### config.mk
export PLATFORM = sky130hd
export DESIGN_NAME = jt89_noise_flat
export DESIGN_NICKNAME = d
export VERILOG_FILES = /design/src/rtl/jt89_noise_if.sv /design/src/rtl/jt89_noise.sv /design/src/flat_wrapper.sv
export SDC_FILE = /design/constraint.sdc
export NUM_CORES = 1
export LEC_CHECK = 0
export BUFFER_PORTS_ARGS = -buffer_cell sky130_fd_sc_hd__buf_4
export CORE_MARGIN = 2
export CORE_UTILIZATION = 45
export CTS_CLUSTER_SIZE = 16
export DETAILED_ROUTE_END_ITERATION = 8
export PLACE_DENSITY_LB_ADDON = 0.1
export SYNTH_ARGS = -nofsm -noshare
export SYNTH_HDL_FRONTEND = slang
export SYNTH_SLANG_ARGS = --single-unit
export TNS_END_PERCENT = 10
### constraint.sdc
create_clock -name clk -period 2.75 [get_ports clk]
set_input_delay 0.55 -clock clk [delete_from_list [all_inputs] [get_ports clk]]
set_output_delay 0.55 -clock clk [all_outputs]
set_load 0.02 [all_outputs]
### src/rtl/jt89_noise_if.sv
// Control/data bundle for the noise channel: register write strobes,
// rate enables and the registered amplitude returned to the mixer.
interface jt89_noise_if;
    logic       clk_en;
    logic       wr_ctrl;
    logic [2:0] ctrl_din;
    logic       wr_vol;
    logic [3:0] vol_din;
    logic       tone2_tick;
    logic [8:0] noise;

    modport master (
        output clk_en, wr_ctrl, ctrl_din, wr_vol, vol_din, tone2_tick,
        input  noise
    );

    modport slave (
        input  clk_en, wr_ctrl, ctrl_din, wr_vol, vol_din, tone2_tick,
        output noise
    );
endinterface

### src/rtl/jt89_noise.sv
// SN76489-style noise channel: 15-bit LFSR clocked by a selectable rate
// divider or by tone channel 2, scaled through a 2 dB/step attenuator.
module jt89_noise (
    input  logic              clk,
    input  logic              rst,
    jt89_noise_if.slave       bus
);
    localparam logic [14:0] LFSR_SEED = 15'h4000;

    logic [2:0]  ctrl_q,  ctrl_d;
    logic [3:0]  vol_q,   vol_d;
    logic [14:0] lfsr_q,  lfsr_d;
    logic [6:0]  cnt_q,   cnt_d;
    logic [8:0]  noise_q, noise_d;

    logic [8:0]  amp;
    logic        rate_hit;
    logic        shift_evt;
    logic        fb_bit;

    always_comb begin
        amp = 9'd0;
        case (vol_q)
            4'd0:    amp = 9'd511;
            4'd1:    amp = 9'd406;
            4'd2:    amp = 9'd322;
            4'd3:    amp = 9'd256;
            4'd4:    amp = 9'd203;
            4'd5:    amp = 9'd162;
            4'd6:    amp = 9'd128;
            4'd7:    amp = 9'd102;
            4'd8:    amp = 9'd81;
            4'd9:    amp = 9'd64;
            4'd10:   amp = 9'd51;
            4'd11:   amp = 9'd41;
            4'd12:   amp = 9'd32;
            4'd13:   amp = 9'd26;
            4'd14:   amp = 9'd20;
            default: amp = 9'd0;
        endcase
    end

    always_comb begin
        ctrl_d   = ctrl_q;
        vol_d    = vol_q;
        lfsr_d   = lfsr_q;
        cnt_d    = cnt_q;
        rate_hit = 1'b0;

        case (ctrl_q[1:0])
            2'd0:    rate_hit = (cnt_q[4:0] == 5'd31);
            2'd1:    rate_hit = (cnt_q[5:0] == 6'd63);
            2'd2:    rate_hit = (cnt_q == 7'd127);
            default: rate_hit = 1'b0;
        endcase

        // NF=3 hands the shift clock to tone channel 2; the divider still runs.
        shift_evt = (ctrl_q[1:0] == 2'd3) ? bus.tone2_tick
                                          : (bus.clk_en & rate_hit);
        fb_bit    = ctrl_q[2] ? (lfsr_q[0] ^ lfsr_q[1]) : lfsr_q[0];

        if (bus.clk_en) begin
            cnt_d = cnt_q + 7'd1;
        end
        if (shift_evt) begin
            lfsr_d = {fb_bit, lfsr_q[14:1]};
        end

        // A control write always reseeds, even over a coincident shift.
        if (bus.wr_ctrl) begin
            ctrl_d = bus.ctrl_din;
            lfsr_d = LFSR_SEED;
            cnt_d  = 7'd0;
        end
        if (bus.wr_vol) begin
            vol_d = bus.vol_din;
        end

        noise_d = lfsr_q[0] ? amp : 9'd0;
    end

    always_ff @(posedge clk or negedge rst) begin
        if (!rst) begin
            ctrl_q  <= 3'b000;
            vol_q   <= 4'hF;
            lfsr_q  <= LFSR_SEED;
            cnt_q   <= 7'd0;
            noise_q <= 9'd0;
        end else begin
            ctrl_q  <= ctrl_d;
            vol_q   <= vol_d;
            lfsr_q  <= lfsr_d;
            cnt_q   <= cnt_d;
            noise_q <= noise_d;
        end
    end

    assign bus.noise = noise_q;
endmodule

### src/flat_wrapper.sv
// flat-port wrapper written by rule: the top's interface ports become plain ports
module jt89_noise_flat 
  (clk, rst, bus_clk_en, bus_wr_ctrl, bus_ctrl_din, bus_wr_vol, bus_vol_din, bus_tone2_tick, bus_noise);
  jt89_noise_if bus_i ();
  input  logic clk;
  input  logic rst;
  input wire logic [$bits(bus_i.clk_en)-1:0] bus_clk_en;
  input wire logic [$bits(bus_i.wr_ctrl)-1:0] bus_wr_ctrl;
  input wire logic [$bits(bus_i.ctrl_din)-1:0] bus_ctrl_din;
  input wire logic [$bits(bus_i.wr_vol)-1:0] bus_wr_vol;
  input wire logic [$bits(bus_i.vol_din)-1:0] bus_vol_din;
  input wire logic [$bits(bus_i.tone2_tick)-1:0] bus_tone2_tick;
  output wire logic [$bits(bus_i.noise)-1:0] bus_noise;
  assign bus_i.clk_en = bus_clk_en;
  assign bus_i.wr_ctrl = bus_wr_ctrl;
  assign bus_i.ctrl_din = bus_ctrl_din;
  assign bus_i.wr_vol = bus_wr_vol;
  assign bus_i.vol_din = bus_vol_din;
  assign bus_i.tone2_tick = bus_tone2_tick;
  assign bus_noise = bus_i.noise;
  jt89_noise u_core (.clk(clk), .rst(rst), .bus(bus_i));
endmodule
After elaboration in Yosys (flattened, before gate mapping) --
Memory sizes are Yosys's and may differ from the RTL's. Index checks and enable logic that the tools add are counted.
Word-level totals: register bits after elaboration 38, output and inout bits 9, logic and storage cells 26, memories 1, memory bits (read-only) 144, bits of input ports 13
Operators by class: add/sub/neg operators 1, bitwise logic cells 2, mux-type cells 8, reduce and logical (&&, ||, !) cells 3, eq/ne operators 6
Memories:
- (name not given) | depth 16, width 9, rd ports 1, clocked after memory_dff 0, wr ports 0, line jt89_noise.sv:23 | case (vol_q)
Operator list (count):
- 15-bit two-way mux | 2
- 7-bit two-way mux | 2
- 9-bit two-way mux | 1
- 7-bit by 1-bit adder with 7-bit output (second input constant) | 1
- 7-bit equality test (second input constant) | 1
- 6-bit equality test (second input constant) | 1
- 5-bit equality test (second input constant) | 1
- 2-bit equality test (second input constant) | 2
- 2-bit nonzero test | 2
- 1-bit case mux with 3 select lines | 1
- 2-bit by 1-bit equality test with 1-bit output (second input constant) | 1
- 2-bit zero test | 1
- 1-bit two-way mux | 2
- 1-bit bitwise AND | 1
- 1-bit bitwise XOR | 1

Depth between registers and ports, before layout --
Gate-level depths: netlist of the first run.
depth after elaboration 6, gate-level depth with buffers 8, depth with buffers taken out 7

Worst setup path after synthesis of the first run --
Ideal clock, no wire load.
kind reg2reg, start point register u_core.cnt_q[0], end point register u_core.lfsr_q[10], setup slack 845 ps, arrival time 1779 ps, required time 2625 ps, cell stages (with the launch flop) 9, period minus slack after synthesis 1905 ps, library setup time 125 ps, buffers on the path 1, path through dfrtp_1 ha_1 and3_1 ha_1 nand2_1 o31ai_1 a21oi_2 buf_6 mux2_4
On the way: longest elaborated chain between the ends 5, elaborated cells on any way between the ends 7, those cells by class 3 x eq/ne; 2 x mux; 1 x bitwise; 1 x reduce/logical
RTL lines:
- from (decl) | line jt89_noise.sv:13 | logic [6:0] cnt_q, cnt_d;
- from (signal assigned) | line jt89_noise.sv:93 | cnt_q <= cnt_d;
- 7-bit equality test (tied with other cells) | line jt89_noise.sv:53 | 2'd2: rate_hit = (cnt_q == 7'd127);
- 1-bit case mux with 3 select lines (*) | line jt89_noise.sv:50 | case (ctrl_q[1:0])
- 1-bit bitwise AND (*) | line jt89_noise.sv:59 | : (bus.clk_en & rate_hit);
- 1-bit two-way mux (*) | line jt89_noise.sv:58 | shift_evt = (ctrl_q[1:0] == 2'd3) ? bus.tone2_tick
- 2-bit nonzero test (no line) (*)
- to (signal assigned) | line jt89_noise.sv:92 | lfsr_q <= lfsr_d;
- to (decl) | line jt89_noise.sv:12 | logic [14:0] lfsr_q, lfsr_d;
Every way passes the cells marked *; elsewhere a longest branch is shown, timed or not. A chain may end at the register's enable or synchronous reset.

Final worst setup path of the first run --
start point register u_core.cnt_q[0], end point register u_core.lfsr_q[1]
Same word-level chain as after synthesis.

==> out/qor.yml, run 1 <==
status: "complete, no violations"
yosysMostFrequentCell: "dfrtp_1"
arrival_ns: 2.12
grt_max_degree: 39
cellLeakagePower_nw: 1.14
cts_setup_buffers: 0
synth_edf_count: 0
worst_hold_slack_ns: 0.211
cpPeakStageDelay_ns: 0.41
routabilityCongestion: 0.816
numCtsBuffers: 5
post-place-ws_ns: 0.799
synth_top_area_share: 0.428
drt-initial-drc-count: 61
synthTopCellsByArea: "dfrtp_1 43%, mux2_4 7.0%, dfstp_2 6.8%, ha_1 5.8%, mux2_2 5.3%"
die_h_um: 69.5
holdCritPathClass: "primary input to asynchronous set/reset pin"
path_delay_family: "flip-flops"
post_cts_resized: 0
grt_pass1_wl_mm: 5.66
cts-root-buf: "clkbuf_8"
cts_sinks: 38
grt-busiest-layer: "met2"
worstMarginPinSlew_ns: 0.472
start_util: 0.475
antenna_found_initial: 0
cap_violations: 0
setup_tns_ns: 0
cts_tree: "done"
layout_setup_ws_ns: 0.805
endpoint_kind: "flip-flop"
area_delta_synth_final_pct: 14.4
powerDensity_mw_per_mm2: 547
worst_path_most_repeated_cell: "ha_1"
grtUsageMet2: 0.223
ys_warn_count: 0
drive_above_1_share: 0.350
slew_headroom: 0.685
final-hold-violation-count: 0
die_x_um: 69.5
avgRoutedWirePerCell_um: 13.5
placed_area_mm2: 0.00210
multi_input_area_um2: 898
synth.largest_area_cell: "dfrtp_1"
path_cells: "ha_1, and3_1, ha_1, nand2_1, o31ai_1, a21oi_2, buf_4, mux2_2"
use_met3: 0.0538
nets: 204
cts_hold_buffers: 0
path_class: "flip-flop to flip-flop"
overflow: 0
drv_slew: 0
synth_async_sr_flop_share: 1.00
num-fill-cells: 365
syn_area_mm2: 0.00193
synth_flop_cell: "dfrtp_1"
ys_seq_area_frac: 0.496
firstDrtPassIters: 3
track_usage: 0.148
port_buffers: 21
insertion_delay_ns: 0.29
use_met1: 0.188
syn_nets: 184
ys_ff_latch: 38
core_area_mm2: 0.00406
ios: 22
min_period_over_period: 0.707
ys_types: 38
final_core_util: 0.544
routed_wl_mm: 3.14
regArea_um2: 957
period_needed_ns: 1.94
fp-row-count: 23
h-tree-depth: 2
viasPerCell: 5.06
num_antenna_cells: 0
timing.fmax_mhz: 514
cp-start-kind: "flip-flop"
place_hpwl_mm: 2.16
rsz0062_at_grt: "no"
grt_pass1_vias: 1264
finalInstanceArea_mm2: 0.00221
avgSynthCellArea_um2: 11.9
dieArea_mm2: 0.00483
synthCells: 162
antenna_left: 0
clkTransAtPathRegs_ns: 0.08
path_max_fanout: 15
skew_ns: 0.00601
cts_buffer_depth: 2
cp_slowest_cell: "dfrtp_1"
via_count: 1180
setup_viol: 0
ys_top_cells_by_count: "33 x dfrtp_1, 12 x nor2_1, 10 x nand2_1"
cp_num_buf_inv: 1
cp_data_required_time_ns: 2.93
peakVddDrop_mv: 0.268
drc: 0
state kept, by name, summed over array words and instances, names as in the netlist:
name / flops
u_core.lfsr_q: 15
u_core.bus.noise: 9
u_core.cnt_q: 7
u_core.vol_q: 4
u_core.ctrl_q: 3
cells by family (layout without fill, tap and decap cells):
logic type,Yosys count,after routing,synth area share
AO/OA/AOI/OAI,23,23,0.0791
XOR/XNOR,6,6,0.0272
adder cells (fa/ha/maj),9,9,0.0584
buffers and inverters,13,34,0.0383
flip-flops,38,38,0.496
multiplexers,23,23,0.149
AND/OR/NAND/NOR,50,50,0.152
area by class of cell:
| cell class | count | area share |
|---|---|---|
| Clock buffer | 5 | 0.0312 |
| Clock inverter | 3 | 0.0181 |
| Multi-Input combinational cell | 111 | 0.407 |
| Timing Repair Buffer | 22 | 0.0748 |
| Sequential cell | 38 | 0.434 |
| Inverter | 4 | 0.00680 |
| Tap cell | 50 | 0.0283 |
metal layers:
metal	vias to the layer above	wire (µm)
li1	584	-
met1	572	1470
met2	19	1490
met3	5	127
met4	0	53
met5	-	0
final timing paths:
path	slack [ns]	cells past startpoint	from	to
max	0.81	8	u_core.cnt_q[0]$_DFFE_PN0P_	u_core.lfsr_q[1]$_DFFE_PN0P_
max in group asynchronous	2.18	1	rst	u_core.vol_q[1]$_DFFE_PN1P_
min	0.21	1	rst	u_core.cnt_q[3]$_DFFE_PN0P_
min in group clk	0.45	2	bus_wr_vol	u_core.vol_q[1]$_DFFE_PN1P_
min reg2reg	0.49	2	u_core.lfsr_q[14]$_DFFE_PN1P_	u_core.lfsr_q[14]$_DFFE_PN1P_
max reg2reg	0.81	8	u_core.cnt_q[0]$_DFFE_PN0P_	u_core.lfsr_q[1]$_DFFE_PN0P_
cells in the final DEF (no fill, tap or decap), types with 6 or more instances in the layout:
master / Yosys / layout
and2b_2: 8 / 8
buf_4: 0 / 22
dfrtp_1: 33 / 33
ha_1: 9 / 9
mux2_2: 9 / 9
mux2_4: 9 / 9
nand2_1: 10 / 10
nor2_1: 12 / 12
nor2b_1: 6 / 6
o21ai_0: 7 / 7
stage by stage:
stage | total power, mW | instances
final | 1.21 | 233
after global routing | 1.28 | 233
after CTS | 1.23 | 233
after detailed placement | 0.754 | 225
after global placement | 0.748 | 225
after floorplan | 0.713 | 162
report_power, final:
part | internal (mW) | leakage [nW] | total [mW] | switching, mW
clock | 0.267 | 0.0579 | 0.466 | 0.199
combinational | 0.0657 | 0.576 | 0.125 | 0.0597
sequential | 0.586 | 0.504 | 0.615 | 0.0294
No activity file was read; power rests on OpenSTA's default activity.
==> run 2: changes to the inputs <==
- clock period: 2.75 -> 1.7 ns (I/O delays scaled with it)
==> run 2 against run 1 <==
Effect of this change: the flow now finishes with violations (setup timing); clock skew down 0.0040 ns; critical path depth unchanged; power up 65%; flip-flop and latch count unchanged; combinational power up 94%; sequential share of layout area down 2.8 points.
==> out/qor.yml, run 2 (synthesis gave the netlist of run 1 again) <==
cts_buffer_depth: 2  # unchanged
slew_headroom: 0.677  # was 0.685
antenna_found_initial: 0  # unchanged
h-tree-depth: 2  # unchanged
firstDrtPassIters: 4  # was 3
core_area_mm2: 0.00406  # unchanged
internal_power_mw: 1.52  # was 0.918 mW
nets: 212  # was 204
clkTransAtPathRegs_ns: 0.07  # was 0.08 ns
final-hold-violation-count: 0  # unchanged
use_met3: 0.0494  # was 0.0538
skew_ns: 0.00202  # was 0.00601 ns
seqPwrFrac: 0.502  # was 0.510
numCtsBuffers: 5  # unchanged
place_hpwl_mm: 2.13  # was 2.16 mm
fp-row-count: 23  # unchanged
cap_violations: 0  # unchanged
p_clk_frac: 0.376  # was 0.386
timing.fmax_mhz: 555  # was 514 MHz
p_sw_mw: 0.467  # was 0.288 mW
antenna_left: 0  # unchanged
num_antenna_cells: 0  # unchanged
cp_data_required_time_ns: 1.87  # was 2.93 ns
cp-start-kind: "flip-flop"  # unchanged
final_common_cell: "dfrtp_1"  # unchanged
status: "finished with violations"  # was complete, no violations
ios: 22  # unchanged
routed_wl_mm: 3.37  # was 3.14 mm
port_buffers: 21  # unchanged
setup_viol: 15  # was 0
dp.cells: 230  # was 225
insertion_delay_ns: 0.28  # was 0.29 ns
largest_reg_flops: 15  # unchanged
post-place-ws_ns: -0.101  # was 0.799 ns
cts_hold_buffers: 0  # unchanged
drive_above_1_share: 0.393  # was 0.350
worst_hold_slack_ns: 0.00690  # was 0.211 ns
cellLeakagePower_nw: 1.20  # was 1.14 nW
drc: 0  # unchanged
grt_pass1_wl_mm: 5.66  # unchanged
p_comb_frac: 0.122  # was 0.104
track_usage: 0.146  # was 0.148
rsz0062_at_grt: "yes"  # was no
path_max_fanout: 7  # was 15
via_count: 1203  # was 1180
cts_sinks: 38  # unchanged
num-fill-cells: 338  # was 365
start_util: 0.475  # unchanged
routabilityCongestion: 0.749  # was 0.816
viasPerCell: 4.99  # was 5.06
area_delta_synth_final_pct: 22.4  # was 14.4%
avgRoutedWirePerCell_um: 14.0  # was 13.5 µm
grt-busiest-layer: "met2"  # unchanged
peakVddDrop_mv: 0.491  # was 0.268 mV
arrival_ns: 1.97  # was 2.12 ns
path_class: "flip-flop to flip-flop"  # unchanged
die_x_um: 69.5  # unchanged
period_needed_ns: 1.80  # was 1.94 ns
endpoint_kind: "flip-flop"  # unchanged
cts_tree: "done"  # unchanged
cp_slowest_cell: "dfrtp_1"  # unchanged
grtUsageMet2: 0.241  # was 0.223
path_cells: "ha_2, and3_4, ha_4, nand2_4, o31ai_4, a21oi_4, clkbuf_16, mux2_4"  # was ha_1, and3_1, ha_1, nand2_1, o31ai_1, a21oi_2, buf_4, mux2_2
drt-initial-drc-count: 53  # was 61
dieArea_mm2: 0.00483  # unchanged
drv_slew: 0  # unchanged
setup_tns_ns: -1.18  # was 0 ns
powerDensity_mw_per_mm2: 841  # was 547 mW/mm²
cpPeakStageDelay_ns: 0.38  # was 0.41 ns
swShare: 0.235  # was 0.239
violations: "setup timing"
use_met1: 0.181  # was 0.188
grt_pass1_vias: 1245  # was 1264
mostFrequentLayoutCells: "33 x dfrtp_1, 28 x buf_4, 14 x mux2_4, 12 x nor2_1, 9 x nand2_1"  # was 33 x dfrtp_1, 22 x buf_4, 12 x nor2_1, 10 x nand2_1
die_h_um: 69.5  # unchanged
holdCritPathClass: "primary input to asynchronous set/reset pin"  # unchanged
layout_setup_ws_ns: -0.101  # was 0.805 ns
instances_no_fill: 241  # was 233
path_delay_family: "flip-flops"  # unchanged
regMostFlops: "u_core.lfsr_q"  # unchanged
cts-root-buf: "clkbuf_8"  # unchanged
overflow: 0  # unchanged
min_period_over_period: 1.06  # was 0.707
cp_num_buf_inv: 1  # unchanged
grt_max_degree: 39  # unchanged
worstMarginPinSlew_ns: 0.485  # was 0.472 ns
[run 2: power groups by stage]
stage	logic, mW	clock network (mW)	registers, mW
2_1_floorplan	0.172	0	0.984
3_3_place_gp	0.218	0	1.01
3_5_place_dp	0.224	0	1.01
4_1_cts	0.229	0.764	0.995
5_1_grt	0.272	0.808	1.00
6_report	0.243	0.746	0.997
[run 2: final timing paths]
kind | depth (start not counted) | end | from | slack [ns]
max | 8 | u_core.lfsr_q[13]$_DFFE_PN0P_ | u_core.cnt_q[0]$_DFFE_PN0P_ | -0.10
min | 1 | u_core.bus.noise[2]$_DFF_PN0_ | rst | 0.007
max reg2reg | 8 | u_core.lfsr_q[13]$_DFFE_PN0P_ | u_core.cnt_q[0]$_DFFE_PN0P_ | -0.10
min reg2reg | 2 | u_core.lfsr_q[14]$_DFFE_PN1P_ | u_core.lfsr_q[14]$_DFFE_PN1P_ | 0.49
max in group asynchronous | 1 | u_core.vol_q[1]$_DFFE_PN1P_ | rst | 1.32
min in group clk | 2 | u_core.vol_q[0]$_DFFE_PN1P_ | bus_wr_vol | 0.24
[run 2: worst register-to-register path, stage by stage, from the launching register on]
cell and delay (ns):
dfrtp_1 0.38, ha_2 0.19, and3_4 0.15, ha_4 0.16
nand2_4 0.06, o31ai_4 0.06, a21oi_4 0.20, clkbuf_16 0.20
mux2_4 0.30
[run 2: layer usage]
layer  wire, µm  vias to the layer above
li1           -                      599
met1       1620                      581
met2       1610                       21
met3        122                        2
met4         17                        0
met5          0                        -
[run 2: stage by stage]
stage / util / area, µm² / total power, mW
after floorplan: - / 1940 / 1.16
after global placement: 0.532 / 2160 / 1.23
after detailed placement: 0.532 / 2160 / 1.24
after CTS: 0.564 / 2290 / 1.99
after global routing: 0.582 / 2360 / 2.08
final: 0.582 / 2360 / 1.99
[run 2: what timing repair did]
| item | 4_1_cts | 5_1_grt |
|---|---|---|
| setup buffers | 1 | 1 |
| gates resized for setup | 3 | 8 |
| pin swaps | 0 | 1 |
| setup endpoints to repair | 14 | 15 |
| gates cloned | 0 | 1 |
[run 2: layout make-up]
class	count	area, µm²	share of cell area
Clock buffer	7	76.3	0.0323
Clock inverter	1	30.0	0.0127
Inverter	4	15.0	0.00636
Multi-Input combinational cell	111	966	0.409
Sequential cell	38	957	0.405
Tap cell	50	62.6	0.0265
Timing Repair Buffer	30	255	0.108
